$ cat src/rtl/cpu_pkg.sv
// ============================================================================
// cpu_pkg : flag bit indices, condition codes, decoder ops and sequencer states
// Revision: 1.0
// ============================================================================
`default_nettype none

package cpu_pkg;

    localparam int F_BIT = 4;
    localparam int L_BIT = 3;
    localparam int C_BIT = 2;
    localparam int N_BIT = 1;
    localparam int Z_BIT = 0;

    localparam logic [3:0] COND_EQ    = 4'h0;
    localparam logic [3:0] COND_NE    = 4'h1;
    localparam logic [3:0] COND_CS    = 4'h2;
    localparam logic [3:0] COND_CC    = 4'h3;
    localparam logic [3:0] COND_HI    = 4'h4;
    localparam logic [3:0] COND_LS    = 4'h5;
    localparam logic [3:0] COND_GT    = 4'h6;
    localparam logic [3:0] COND_LE    = 4'h7;
    localparam logic [3:0] COND_FS    = 4'h8;
    localparam logic [3:0] COND_FC    = 4'h9;
    localparam logic [3:0] COND_LO    = 4'hA;
    localparam logic [3:0] COND_HS    = 4'hB;
    localparam logic [3:0] COND_LT    = 4'hC;
    localparam logic [3:0] COND_GE    = 4'hD;
    localparam logic [3:0] COND_UC    = 4'hE;
    localparam logic [3:0] COND_NEVER = 4'hF;

    localparam logic [2:0] OP_NONE  = 3'd0;
    localparam logic [2:0] OP_BCOND = 3'd1;
    localparam logic [2:0] OP_JCOND = 3'd2;
    localparam logic [2:0] OP_SCOND = 3'd3;
    localparam logic [2:0] OP_HALT  = 3'd4;

    localparam logic [1:0] ST_FETCH  = 2'd0;
    localparam logic [1:0] ST_DECODE = 2'd1;
    localparam logic [1:0] ST_HALT   = 2'd2;

endpackage

`default_nettype wire

$ cat src/rtl/cond_eval.sv
// ============================================================================
// cond_eval : combinational 4-bit condition code test against FLCNZ flags
// Revision: 1.0
// ============================================================================
`default_nettype none

module cond_eval
    import cpu_pkg::*;
(
    input  logic [4:0] flags,
    input  logic [3:0] cond,
    output logic       cond_true
);

    logic w_f, w_l, w_c, w_n, w_z;

    assign w_f = flags[F_BIT];
    assign w_l = flags[L_BIT];
    assign w_c = flags[C_BIT];
    assign w_n = flags[N_BIT];
    assign w_z = flags[Z_BIT];

    always_comb begin
        cond_true = 1'b0;
        case (cond)
            COND_EQ:    cond_true = w_z;
            COND_NE:    cond_true = ~w_z;
            COND_CS:    cond_true = w_c;
            COND_CC:    cond_true = ~w_c;
            COND_HI:    cond_true = w_l;
            COND_LS:    cond_true = ~w_l;
            COND_GT:    cond_true = w_n;
            COND_LE:    cond_true = ~w_n;
            COND_FS:    cond_true = w_f;
            COND_FC:    cond_true = ~w_f;
            COND_LO:    cond_true = ~w_z & ~w_l;
            COND_HS:    cond_true = w_z | w_l;
            COND_LT:    cond_true = ~w_z & ~w_n;
            COND_GE:    cond_true = w_z | w_n;
            COND_UC:    cond_true = 1'b1;
            COND_NEVER: cond_true = 1'b0;
            default:    cond_true = 1'b0;
        endcase
    end

endmodule

`default_nettype wire

$ cat src/rtl/branch_ctrl.sv
// ============================================================================
// branch_ctrl : PC sequencer with fetch handshake and conditional redirects
// Revision: 1.0
// ============================================================================
`default_nettype none

module branch_ctrl
    import cpu_pkg::*;
#(
    parameter logic [15:0] RESET_VEC = 16'h0000,
    parameter logic [15:0] PC_STEP   = 16'd2
) (
    input  logic        CLK,
    input  logic        RESET,
    input  logic [4:0]  flag_in,
    input  logic        psr_busy,
    output logic        imem_req,
    output logic [15:0] imem_addr,
    input  logic        imem_ack,
    input  logic        dec_valid,
    input  logic [2:0]  dec_op,
    input  logic [3:0]  dec_cond,
    input  logic [15:0] dec_disp,
    input  logic [15:0] dec_target,
    output logic [15:0] pc,
    output logic        br_taken,
    output logic        scond_we,
    output logic [15:0] scond_data,
    output logic        misalign,
    output logic        halted
);

    logic [1:0]  state_q, state_d;
    logic [15:0] pc_q, pc_d;
    logic        req_q, req_d;
    logic        br_q, br_d;
    logic        we_q, we_d;
    logic        mis_q, mis_d;
    logic        sbit_q, sbit_d;

    logic [2:0]  w_op;
    logic        w_stall;
    logic        w_cond_true;
    logic [15:0] w_target;

    cond_eval u_cond_eval (
        .flags     (flag_in),
        .cond      (dec_cond),
        .cond_true (w_cond_true)
    );

    assign w_op     = (dec_op > OP_HALT) ? OP_NONE : dec_op;
    // Only flag consumers wait on an in-flight ALU op; NONE and HALT proceed.
    assign w_stall  = psr_busy && ((w_op == OP_BCOND) || (w_op == OP_JCOND) || (w_op == OP_SCOND));
    assign w_target = (w_op == OP_JCOND) ? dec_target : (pc_q + dec_disp);

    always_comb begin
        state_d = state_q;
        pc_d    = pc_q;
        br_d    = 1'b0;
        we_d    = 1'b0;
        mis_d   = 1'b0;
        sbit_d  = sbit_q;
        case (state_q)
            ST_FETCH: begin
                if (imem_ack) begin
                    state_d = ST_DECODE;
                end
            end
            ST_DECODE: begin
                if (dec_valid && !w_stall) begin
                    state_d = ST_FETCH;
                    pc_d    = pc_q + PC_STEP;
                    case (w_op)
                        OP_BCOND, OP_JCOND: begin
                            if (w_cond_true) begin
                                pc_d  = {w_target[15:1], 1'b0};
                                br_d  = 1'b1;
                                mis_d = w_target[0];
                            end
                        end
                        OP_SCOND: begin
                            we_d   = 1'b1;
                            sbit_d = w_cond_true;
                        end
                        OP_HALT: begin
                            state_d = ST_HALT;
                            pc_d    = pc_q;
                        end
                        default: ;
                    endcase
                end
            end
            ST_HALT: ;
            default: state_d = ST_FETCH;
        endcase
        // Request tracks the next state so it drops the cycle after an ack.
        req_d = (state_d == ST_FETCH);
    end

    always_ff @(posedge CLK or posedge RESET) begin
        if (RESET) begin
            state_q <= ST_FETCH;
            pc_q    <= RESET_VEC;
            req_q   <= 1'b0;
            br_q    <= 1'b0;
            we_q    <= 1'b0;
            mis_q   <= 1'b0;
            sbit_q  <= 1'b0;
        end else begin
            state_q <= state_d;
            pc_q    <= pc_d;
            req_q   <= req_d;
            br_q    <= br_d;
            we_q    <= we_d;
            mis_q   <= mis_d;
            sbit_q  <= sbit_d;
        end
    end

    assign imem_req   = req_q;
    assign imem_addr  = pc_q;
    assign pc         = pc_q;
    assign br_taken   = br_q;
    assign scond_we   = we_q;
    assign scond_data = {15'b0, sbit_q};
    assign misalign   = mis_q;
    assign halted     = (state_q == ST_HALT);

endmodule

`default_nettype wire
$ cat config.mk
export PLATFORM = sky130hd
export DESIGN_NAME = branch_ctrl
export DESIGN_NICKNAME = d
export VERILOG_FILES = /design/src/rtl/cpu_pkg.sv /design/src/rtl/cond_eval.sv /design/src/rtl/branch_ctrl.sv
export SDC_FILE = /design/constraint.sdc
export NUM_CORES = 1
export LEC_CHECK = 0
export ABC_AREA = 0
export CORE_ASPECT_RATIO = 1.4
export CORE_MARGIN = 2
export CORE_UTILIZATION = 30
export DETAILED_ROUTE_END_ITERATION = 8
export SLEW_MARGIN = 20
export SYNTH_ARGS = -nofsm -noshare
export SYNTH_HDL_FRONTEND = slang
export SYNTH_SLANG_ARGS = --single-unit
$ cat constraint.sdc
create_clock -name CLK -period 5.3 [get_ports CLK]
set_input_delay 0.53 -clock CLK [delete_from_list [all_inputs] [get_ports CLK]]
set_output_delay 0.53 -clock CLK [all_outputs]
set_load 0.005 [all_outputs]
# Word level (Yosys, flattened, before mapping)
# Cells that the tools add are included.
dict set report totals {
  wordCells 72
  out_inout_bits 53
  reg_bits 23
}
dict set report classes {
  n_lt_le_gt_ge 1
  addsub 2
  reduce_logical 11
  n_bitwise 10
  muxes 20
  n_eq_ne 21
}
# cell count
set op_table {}
lappend op_table {{$eq 4x4->1 const B} 8}
lappend op_table {{$mux 16} 2}
lappend op_table {{$pmux 16 s2} 1}
lappend op_table {{$add 16x16->16} 1}
lappend op_table {{$add 16x2->16 const B} 1}
lappend op_table {{$eq 4x3->1 const B} 4}
lappend op_table {{$pmux 1 s16} 1}
lappend op_table {{$mux 1} 11}
lappend op_table {{$eq 4x2->1 const B} 2}
lappend op_table {{$eq 3x2->1 const B} 2}
lappend op_table {{$mux 2} 3}
lappend op_table {{$not 1->1} 6}
lappend op_table {{$pmux 2 s3} 1}
lappend op_table {{$reduce_and 3->1} 2}
lappend op_table {{$eq 4x1->1 const B} 1}
lappend op_table {{$logic_not 2->1} 2}
lappend op_table {{$logic_not 4->1} 1}
lappend op_table {{$eq 3x1->1 const B} 1}
lappend op_table {{$eq 3x3->1 const B} 1}
lappend op_table {{$gt 3x3->1 const B} 1}
lappend op_table {{$mux 3} 1}
lappend op_table {{$and 1x1->1} 2}
lappend op_table {{$eq 2x1->1 const B} 1}
lappend op_table {{$eq 2x2->1 const B} 1}
lappend op_table {{other kinds (5)} 8}

# Longest topological paths before layout
# Gate-level depths: netlist of run 1.
dict set report logic_depth {
  word_depth 11
  mapped_depth 8
  ltp_nobuf 7
}

# Cells and area by module
# Synthesis of run 1 repeated with hierarchy kept, for this count alone.
dict set report unflattened {
  cells_unflattened 296
  hier_area_um2 2378.5
}
# module cells_per_inst n_inst area_each_um2
set by_module_without_submodules {}
lappend by_module_without_submodules {branch_ctrl 273 1 2194.6}
lappend by_module_without_submodules {cond_eval 23 1 183.9}

# Least setup slack after synthesis of run 1
# No wires, ideal clock.
dict set report synth_path {
  path_type {input -> register}
  startpoint {input dec_disp[4]}
  endpoint {register pc_q[13], in the netlist imem_addr[13]}
  slack_ns 2.845
  setup_time_ns 0.126
  cell_stages 7
  path_buffers 0
  arrival_ns 2.329
  path_cell_list {ha_1 -> a21o_1 -> a221oi_2 -> o21ai_1 -> a2111oi_0 -> nor3_1 -> a221o_1}
}
dict set report synth_via {
  elab_chain_cells 4
}
# element line_no
set synth_lines {}
lappend synth_lines {{from (decl)} branch_ctrl.sv:23} ;# input logic [15:0] dec_disp,
lappend synth_lines {{$add 16x16->16} branch_ctrl.sv:55} ;# assign w_target = (w_op == OP_JCOND) ? dec_target : (pc_q + dec_disp);
lappend synth_lines {{$mux 16} branch_ctrl.sv:55}
lappend synth_lines {{$mux 16} branch_ctrl.sv:76} ;# if (w_cond_true) begin
lappend synth_lines {{$pmux 16 s2} branch_ctrl.sv:74} ;# case (w_op)
lappend synth_lines {{to (signal assigned)} branch_ctrl.sv:112} ;# pc_q <= pc_d;
lappend synth_lines {{to (decl)} branch_ctrl.sv:34} ;# logic [15:0] pc_q, pc_d;
# Every way passes these cells.
# A chain may end at the register's enable or synchronous reset.

# Worst setup path in the final report of run 1
dict set report layout_path {
  startpoint {input dec_cond[1]}
  endpoint {register pc_q[7], in the netlist imem_addr[7]}
}
dict set report layout_via {
  elab_chain_cells 4
}
# element line_no
set layout_lines {}
lappend layout_lines {{from (decl)} branch_ctrl.sv:22} ;# input logic [3:0] dec_cond,
lappend layout_lines {{$eq 4x4->1, or another cell as far along} cond_eval.sv:25} ;# case (cond)
lappend layout_lines {{$pmux 1 s16 (*)} cond_eval.sv:25}
lappend layout_lines {{$mux 16 (*)} branch_ctrl.sv:76}
lappend layout_lines {{$pmux 16 s2 (*)} branch_ctrl.sv:74}
# Mark *: on every way between the ends. The rest lies on a longest branch, timed or not.

==> summary.md, run 1 <==
| Metric | Value |
|---|---|
| Status | `finished, final reports clean` |
| HPWL after detailed placement | `5190 um` |
| Port bufs | `84` |
| Ys Warns | `0` |
| Slew Viols, Final | `0` |
| Routed length per instance | `15.0 um` |
| Type of origin of the critical path | `input pin` |
| DRC viols | `0` |
| Final hold violations | `0` |
| N_diodes | `0` |
| Mux cell area share after synthesis | `4.35%` |
| Adder-cell share of the synthesized area | `7.86%` |
| Top cell type's share of synthesized area | `23.0%` |
| CP delay by family, top | `compound AO/OA/AOI/OAI gates` |
| RSZ-0062 raised after global routing | `no` |
| Die Ht | `110 um` |
| Placement Cell Area | `0.00313 sq mm` |
| Number of max-cap violations | `0` |
| Largest family of logic cells by synthesized area | `compound AO/OA/AOI/OAI gates` |
| Post-route setup TNS | `0 ns` |
| Worst-case vdd ir drop | `238 uV` |
| PD cells | `405 mW/mm^2` |
| Ys async rst share | `100%` |
| Vias in the first global route | `2177` |
| GRT overflow | `0` |
| First-pass GRT wire length | `10300 um` |
| Synth Area in Compound Gates | `24.6%` |
| Avg Vias per Cell | `5.14` |
| Post-Synth Simple-Gate Area | `21.1%` |
| Mean Syn Cell Area | `8.53 sq um` |
| HP Class | `reg -> reg` |
| Post-synth EDFFs | `0` |
| Worst-Skew Late Latency | `0.26 ns` |
| Top Ports | `102` |
| Flops & latches, synth | `22` |
| Sink Count | `22` |
| Largest net degree at the start of global routing | `23` |
| Clk pin slew, worst setup/hold paths | `0.08 ns` |
| TritonCTS clock tree | `built` |
| Critical Path Max Stage Delay | `0.56 ns` |
| Cell variety after synth | `61` |
| Initial antenna violation count | `0` |
| Worst Path Arrival | `3.02 ns` |
| Synth Area in XOR/XNOR | `5.50%` |
| Fillers | `798` |
| Skew final | `0.00192 ns` |
| DRT Pass-1 Iters | `4` |
| Gate Count Post-Synth | `280` |
| Rows | `38` |
| Post-Layout Cell Count | `443` |
| Via Count | `2279` |
| CTS Hold Bufs | `0` |
| Initial Util | `30.8%` |
| Total track usage | `14.8%` |
| Critical path data required time | `5.45 ns` |
| Tmin final | `2.87 ns` |
| Crit-path cells | `clkdlybuf4s50_1 -> mux2_2 -> a211oi_2 -> nand4_1 -> nand2_1 -> o21ai_0 -> a221o_1` |
| Slew HR | `42.9%` |
| PostCTS Resize Cnt | `0` |
| RD Place Congestion | `0.862` |
| Synth Cell Area | `0.00239 sq mm` |
| CTS max path bufs | `2` |
| Drt first-iter violations | `99` |
| Net count reported at finish | `408` |
| WL final | `6670 um` |
| Num CTS Buffers | `3` |
| Antenna Nets Post-Route | `0` |
| Cells after DPL | `439` |
| Die W | `79.4 um` |
| Depth of the CTS H-tree | `1` |
| Crit share post-route | `54.1%` |
| CP max FO | `15` |
| Core Region | `0.00775 sq mm` |
| Post-CTS Setup Repair Bufs | `0` |
| Worst-Margin Slew | `0.856 ns` |
| Slowest CP cell | `clkdlybuf4s50_1` |
| Post-route cell area | `0.00320 sq mm` |
| Area Growth Syn to Fin | `34.0%` |
| DIE AREA | `0.00870 sq mm` |
| Area contributors post-synth | `dfrtp_1 23%, buf_4 11%, ha_1 7.9%` |
| Final setup viols | `0` |
| Seq/Total Area, Yosys | `23.0%` |
| Capturing element type of the critical path | `register` |
| Most used DFF post-synth | `dfrtp_1` |
| Bufs and invs on worst path | `1` |
| Layout cells sized above 1 | `7.29%` |
| Leakage | `1.33 nW` |
| Cell chosen for the clock root | `clkbuf_8` |
| Fmax achieved | `349 MHz` |
| Cell taking the most area after synthesis | `dfrtp_1` |
| Critical Setup Path Class | `in -> reg` |
-- area by class of cell --
cell class              count  area [sq um]  area share [%]
multi-input cells         227          1580            49.5
well taps                 100           125            3.91
inverters                   4          15.0           0.469
repair buffers             86           856            26.7
flip-flops and latches     22           551            17.2
clock buffers               3          41.3            1.29
clock inverters             1          30.0           0.938
-- report_power, final --
| group | total [mW] | switching [mW] | internal (mW) |
|---|---|---|---|
| combinational | 0.810 | 0.362 | 0.448 |
| clock | 0.158 | 0.0573 | 0.101 |
| sequential | 0.328 | 0.106 | 0.222 |
-- registers in the layout, indices dropped and copies added (netlist names) --
register   cells
imem_addr     15
state_q        2
br_taken       1
imem_req       1
misalign       1
sbit_q         1
scond_we       1
-- stage by stage --
| stage | utilization, % | power [mW] | hold slack (ns) | setup WS (ns) |
|---|---|---|---|---|
| 4_1_cts | 41.3 | 1.31 | 0.460 | 2.44 |
| 3_5_place_dp | 40.4 | 1.15 | 0.445 | 2.17 |
| 3_3_place_gp | 40.4 | 1.14 | 0.438 | 2.18 |
| 6_report | 41.3 | 1.30 | 0.456 | 2.43 |
| 2_1_floorplan | - | 0.855 | 0.421 | 2.85 |
| 5_1_grt | 41.3 | 1.41 | 0.489 | 2.23 |
-- synthesized netlist by cell type, drive strengths merged, types with 5 or more instances --
cell	number
o21ai	8
clkbuf	5
a21oi	18
nor2	17
and3	7
nor3	6
xnor2	8
a21o	5
mux2i	7
xor2	7
nand3	11
buf	38
nand2	22
ha	15
dfrtp	22
-- cells by family after synthesis --
group,Yosys count
compound gates,77
xor+xnor,15
fa+ha+maj,15
buf+inv,47
flops,22
mux,10
other cells,1
simple gates,93
-- final timing paths --
path	from	endpoint	slack [ns]	cells past startpoint
min reg2reg	state_q[1]	state_q[0]	0.46	1
max reg2reg	imem_addr[7]	imem_addr[13]	2.64	7
min	state_q[1]	state_q[0]	0.46	1
max in group asynchronous	RESET	imem_addr[11]	4.03	2
min in group asynchronous	RESET	imem_req	0.74	2
max	dec_cond[1]	imem_addr[7]	2.43	7
-- placed cells by master, fill, tap and decap left out, types with 5 or more instances in the layout --
| cell | netlist | final |
|---|---|---|
| xor2_1 | 7 | 7 |
| a21oi_1 | 16 | 16 |
| o21ai_0 | 7 | 7 |
| a21o_1 | 5 | 5 |
| and3_1 | 7 | 7 |
| dfrtp_1 | 22 | 22 |
| nor3_1 | 6 | 6 |
| nand2_1 | 22 | 22 |
| nand3_1 | 11 | 11 |
| clkdlybuf4s50_1 | 0 | 84 |
| conb_1 | 1 | 17 |
| xnor2_1 | 8 | 8 |
| mux2i_1 | 7 | 7 |
| nor2_1 | 17 | 17 |
| ha_1 | 15 | 15 |
-- metal layers --
layer	routed length, um	part of all wire (%)	global-route usage, %
met1	2920	44	19.0
met2	3270	49	25.9
met3	375	5.6	1.48
met4	103	1.5	4.68
met5	0	0	0
Power figures use the tool's default switching activity.
==> inputs of run 2 (changes only) <==
==> constraint.sdc (replaced) <==
create_clock -name CLK -period 3 [get_ports CLK]
set_input_delay 0.3 -clock CLK [delete_from_list [all_inputs] [get_ports CLK]]
set_output_delay 0.3 -clock CLK [all_outputs]
set_load 0.005 [all_outputs]
==> run 2 against run 1 <==
Die area unchanged. Combinational power up 89%. Worst hold slack better by 0.0063 ns. First-iteration DRC count down 7.1%. Total power up 82%.
==> summary.md, run 2 (same netlist as run 1, synthesis figures left out) <==
| Metric | Value |
|---|---|
| CTS Hold Bufs | `0 (unchanged)` |
| Multi-input logic area | `0.00158 sq mm (unchanged)` |
| Fillers | `797 (-0.13%)` |
| Clk pin slew, worst setup/hold paths | `0.09 ns (about the same)` |
| Commonest cells after routing, fill and taps aside | `84 x clkdlybuf4s50_1, 22 x nand2_1, 22 x dfrtp_1` |
| Worst-Skew Late Latency | `0.27 ns (about the same)` |
| PD cells | `722 mW/mm^2 (+78%)` |
| Post-Layout Cell Count | `451 (+1.8%)` |
| Core Region | `0.00775 sq mm (unchanged)` |
| Worst Path Arrival | `2.79 ns (-0.23 ns)` |
| Layout cells sized above 1 | `9.40% (+2.1 points)` |
| Port bufs | `84 (unchanged)` |
| Slew HR | `41.3% (-1.6 points)` |
| Area Growth Syn to Fin | `36.5%` |
| TritonCTS clock tree | `built` |
| RSZ-0062 raised after global routing | `no` |
| Post-CTS Setup Repair Bufs | `0 (unchanged)` |
| N_diodes | `0 (unchanged)` |
| Num CTS Buffers | `3 (unchanged)` |
| Routed length per instance | `14.9 um (-0.70%)` |
| Capturing element type of the critical path | `register` |
| Leakage | `1.37 nW (+2.9%)` |
| Crit share post-route | `88.0%` |
| Cells after DPL | `447 (+1.8%)` |
| DRT Pass-1 Iters | `4 (unchanged)` |
| Fmax achieved | `379 MHz` |
| RD Place Congestion | `0.897 (+4.0%)` |
| Cell chosen for the clock root | `clkbuf_8` |
| Rows | `38 (unchanged)` |
| Final setup viols | `0 (unchanged)` |
| PostCTS Resize Cnt | `0 (unchanged)` |
| Worst-Margin Slew | `0.879 ns (+0.0238 ns)` |
| Depth of the CTS H-tree | `1 (unchanged)` |
| Drt first-iter violations | `92 (-7.1%)` |
| HPWL after detailed placement | `5390 um (+3.8%)` |
| Via Count | `2326 (+2.1%)` |
| FF/Latch Area | `551 sq um (unchanged)` |
| Net count reported at finish | `416 (+2.0%)` |
| Die W | `79.4 um (unchanged)` |
| Worst-case vdd ir drop | `299 uV (+26%)` |
| Most common cell after layout, fill and taps aside | `clkdlybuf4s50_1` |
| Top Ports | `102 (unchanged)` |
| Tmin final | `2.64 ns` |
| Die Ht | `110 um (unchanged)` |
| Total track usage | `15.0% (+0.29 points)` |
| CP max FO | `6 (-9)` |
| HP Class | `reg -> reg` |
| Sink Count | `22 (unchanged)` |
| Final hold violations | `0 (unchanged)` |
| Vias in the first global route | `2188 (+0.51%)` |
| Status | `finished, final reports clean` |
| Slew Viols, Final | `0 (unchanged)` |
| Critical path data required time | `3.15 ns (-2.30 ns)` |
| Type of origin of the critical path | `register` |
| DRC viols | `0 (unchanged)` |
| Antenna Nets Post-Route | `0 (unchanged)` |
| DIE AREA | `0.00870 sq mm (unchanged)` |
| Initial Util | `30.8% (unchanged)` |
| Initial antenna violation count | `0 (unchanged)` |
| Max reg flops | `15 (unchanged)` |
| First-pass GRT wire length | `10500 um (+2.1%)` |
| WL final | `6740 um (+1.1%)` |
| Post-route setup TNS | `0 ns (unchanged)` |
| Critical Setup Path Class | `reg -> reg` |
| Skew final | `0.00829 ns (+0.00637 ns)` |
| GRT overflow | `0 (unchanged)` |
| CTS max path bufs | `2 (unchanged)` |
| Number of max-cap violations | `0 (unchanged)` |
| Largest net degree at the start of global routing | `23 (unchanged)` |
| Avg Vias per Cell | `5.16 (+0.25%)` |
run 2: cell types whose count changed in the layout (fill, tap and decap cells not counted):
cell / change
buf_4: +8
run 2: path summary, 6_finish.rpt:
check / from / to / slack (ns) / depth (start not counted)
max in group asynchronous: RESET / imem_addr[10] / 1.94 / 2
worst max register to register: imem_addr[4] / imem_addr[13] / 0.36 / 7
worst min-delay path: state_q[1] / state_q[0] / 0.46 / 1
worst max-delay path: imem_addr[4] / imem_addr[13] / 0.36 / 7
min in group asynchronous: RESET / imem_req / 0.51 / 2
worst min register to register: state_q[1] / state_q[0] / 0.46 / 1
run 2: metrics by stage:
step | util, % | area (sq um) | power, mW | setup slack, ns | hold slack (ns)
finish | 42.1 | 3260 | 2.35 | 0.359 | 0.463
global route | 42.1 | 3260 | 2.55 | 0.227 | 0.513
CTS | 42.1 | 3260 | 2.37 | 0.338 | 0.469
detailed placement | 41.2 | 3190 | 2.08 | 0.131 | 0.456
global placement | 41.2 | 3190 | 2.07 | 0.244 | 0.440
floorplan | - | 2450 | 1.51 | 0.618 | 0.289
run 2: layout make-up:
class	count	share of cell area, %
Timing Repair Buffer	94	28.1
Inverter	4	0.460
Sequential cell	22	16.9
Tap cell	100	3.84
Clock buffer	3	1.27
Multi-Input combinational cell	227	48.5
Clock inverter	1	0.921
run 2: per-layer routing:
layer	share of wire, %	global-route usage (%)	vias up	wire [um]
met3	4.4	1.07	6	296
met5	0	0	-	0
met2	51	26.6	73	3410
met4	1.1	3.45	0	76
met1	44	20.0	1095	2960
li1	-	-	1152	-
run 2: where the power goes:
part / total, mW / switching, mW / internal [mW]
logic: 1.53 / 0.694 / 0.838
clock network: 0.284 / 0.106 / 0.178
registers: 0.537 / 0.145 / 0.393
total: 2.35 / 0.944 / 1.41
run 2: critical path, stage by stage, from the launching register on:
cell and delay, ns:
dfrtp_1 0.46, ha_1 0.39, a21o_1 0.21, a221oi_2 0.33
o21ai_1 0.16, a2111oi_0 0.48, nor3_1 0.12, a221o_1 0.36
==> inputs of run 3 (changes only) <==
--- a/config.mk
+++ b/config.mk
@@ -7,7 +7,6 @@
 export LEC_CHECK = 0
 export ABC_AREA = 0
 export CORE_ASPECT_RATIO = 1.4
-export CORE_MARGIN = 2
 export CORE_UTILIZATION = 30
 export DETAILED_ROUTE_END_ITERATION = 8
 export SLEW_MARGIN = 20
==> run 3 against run 2 <==
Worst setup slack better by 0.11 ns. First-iteration DRC count decreased by 21%. Utilization stayed put. Critical path depth unchanged. Clock skew is 0.0024 ns higher. Via count decreased by 0.47%. Final area unchanged. Sequential power barely moved. Clock-buffer cell count is the same. Non-clock buffer count unchanged. Routed wire length decreased by 3.0%. Die area decreased by 4.3%. Critical path type is now in -> reg. Critical endpoint is now imem_addr[15]. Largest power group unchanged.
==> summary.md, run 3 (same netlist as run 1, synthesis figures left out) <==
| Metric | Value |
|---|---|
| Setup ws final | `0.470 ns (+0.111 ns)` |
| GRT overflow | `0 (unchanged)` |
| Slowest CP cell | `and2_1` |
| Status | `finished, final reports clean` |
| Met3 Usage GRT | `1.53% (+0.46 points)` |
| Die W | `77.4 um (-2.5%)` |
| DRT Pass-1 Iters | `4 (unchanged)` |
| Critical path data required time | `3.18 ns (+0.03 ns)` |
| Bufs and invs on worst path | `1 (+1)` |
| HPWL after detailed placement | `5150 um (-4.4%)` |
| Worst Path Arrival | `2.71 ns (-0.08 ns)` |
| Sink Count | `22 (unchanged)` |
| DIE AREA | `0.00833 sq mm (-4.3%)` |
| HP Class | `reg -> reg` |
| Clk pin slew, worst setup/hold paths | `0.09 ns (about the same)` |
| Net count reported at finish | `416 (unchanged)` |
| Tot Pwr | `2.34 mW (-0.50%)` |
| Initial antenna violation count | `0 (unchanged)` |
| Slew HR | `38.7% (-2.6 points)` |
| Depth of the CTS H-tree | `1 (unchanged)` |
| Final hold violations | `0 (unchanged)` |
| CP delay by family, top | `compound AO/OA/AOI/OAI gates` |
| Die Ht | `108 um (-1.8%)` |
| Slew Viols, Final | `0 (unchanged)` |
| WL final | `6540 um (-3.0%)` |
| Post-route setup TNS | `0 ns (unchanged)` |
| CTS max path bufs | `2 (unchanged)` |
| Port bufs | `84 (unchanged)` |
| Capturing element type of the critical path | `register` |
| Rows | `38 (unchanged)` |
| First-pass GRT wire length | `10600 um (+0.92%)` |
| Worst slack at placement | `0.166 ns (+0.0354 ns)` |
| Fmax achieved | `395 MHz (+4.4%)` |
| Placement Cell Area | `0.00319 sq mm (unchanged)` |
| Leakage | `1.37 nW (about the same)` |
| Final setup viols | `0 (unchanged)` |
| Critical Path Max Stage Delay | `0.57 ns (+0.09 ns)` |
| Max reg flops | `15 (unchanged)` |
| PostCTS Resize Cnt | `0 (unchanged)` |
| Routed length per instance | `14.5 um (-3.0%)` |
| Num CTS Buffers | `3 (unchanged)` |
| Type of origin of the critical path | `input pin` |
| Worst hold slack | `0.449 ns (-0.0133 ns)` |
| DRC viols | `0 (unchanged)` |
| RD Place Congestion | `0.908 (+1.3%)` |
| Critical Setup Path Class | `in -> reg` |
| Area Growth Syn to Fin | `36.5% (unchanged)` |
| Most common cell after layout, fill and taps aside | `clkdlybuf4s50_1` |
| Worst-case vdd ir drop | `400 uV (+34%)` |
| Top Ports | `102 (unchanged)` |
| CP max FO | `15 (+9)` |
| Skew final | `0.0107 ns (+0.00239 ns)` |
| Worst-Skew Late Latency | `0.27 ns (about the same)` |
| Layout cells sized above 1 | `9.40% (unchanged)` |
| Via Count | `2315 (-0.47%)` |
| Core Region | `0.00775 sq mm (unchanged)` |
| Commonest cells after routing, fill and taps aside | `84 x clkdlybuf4s50_1, 22 x nand2_1, 22 x dfrtp_1` |
| Number of max-cap violations | `0 (unchanged)` |
| Crit-path cells | `clkdlybuf4s50_1 -> mux2_2 -> a211oi_2 -> a2111o_1 -> and2_1 -> nor3_1 -> a221oi_1` |
| Largest net degree at the start of global routing | `23 (unchanged)` |
| Met1 track demand over resource | `19.3% (-0.72 points)` |
| Cell chosen for the clock root | `clkbuf_8` |
| RSZ-0062 raised after global routing | `no` |
| Fillers | `776 (-2.6%)` |
| Post-route cell area | `0.00326 sq mm (unchanged)` |
| Initial Util | `30.8% (unchanged)` |
| PD cells | `718 mW/mm^2 (-0.50%)` |
| Busiest grt layer | `met2` |
| Tmin final | `2.53 ns (-0.111 ns)` |
| CTS Hold Bufs | `0 (unchanged)` |
| TritonCTS clock tree | `built` |
| Crit share post-route | `84.3% (-3.7 points)` |
| N_diodes | `0 (unchanged)` |
| Met2 usage | `29.4% (+2.8 points)` |
| Antenna Nets Post-Route | `0 (unchanged)` |
| Avg Vias per Cell | `5.13 (-0.47%)` |
| Drt first-iter violations | `73 (-21%)` |
| Vias in the first global route | `2240 (+2.4%)` |
| Post-CTS Setup Repair Bufs | `0 (unchanged)` |
| Total track usage | `16.0% (+1.0 points)` |
| Worst-Margin Slew | `0.918 ns (+0.0385 ns)` |
run 3: cell counts in the layout (fill, tap and decap cells not counted):
No cell type changed its count.
run 3: cell type report:
class	instances	area, sq um	area share, %
clock buffer	3	41.3	1.27
clock inverter	1	30.0	0.921
inverter	4	15.0	0.460
multi-input combinational	227	1580	48.5
sequential	22	551	16.9
tap	100	125	3.84
timing repair buffer	94	916	28.1
run 3: power breakdown:
group          switching, mW  leakage [nW]  internal (mW)
Clock                  0.109        0.0357          0.179
Sequential             0.142         0.270          0.393
Combinational          0.679          1.07          0.840
Total                  0.930          1.37           1.41
run 3: worst paths after layout:
| check | endpoint | cells past startpoint | slack (ns) | from |
|---|---|---|---|---|
| max | imem_addr[15] | 7 | 0.47 | dec_cond[1] |
| min | state_q[0] | 1 | 0.45 | state_q[1] |
| max reg2reg | imem_addr[13] | 7 | 0.50 | imem_addr[7] |
| min reg2reg | state_q[0] | 1 | 0.45 | state_q[1] |
| max in group asynchronous | imem_addr[3] | 2 | 1.91 | RESET |
| min in group asynchronous | imem_addr[12] | 2 | 0.53 | RESET |
run 3: metal layers:
layer | wire length (um) | share of wire (%) | vias to the layer above
met5 | 0 | 0 | -
met4 | 114 | 1.7 | 0
met3 | 283 | 4.3 | 11
met2 | 3310 | 51 | 75
met1 | 2830 | 43 | 1083
li1 | - | - | 1146
run 3: stage by stage:
step | instances | util, %
global route | 451 | 42.1
global placement | 447 | 41.2
floorplan | 296 | -
CTS | 451 | 42.1
detailed placement | 447 | 41.2
finish | 451 | 42.1
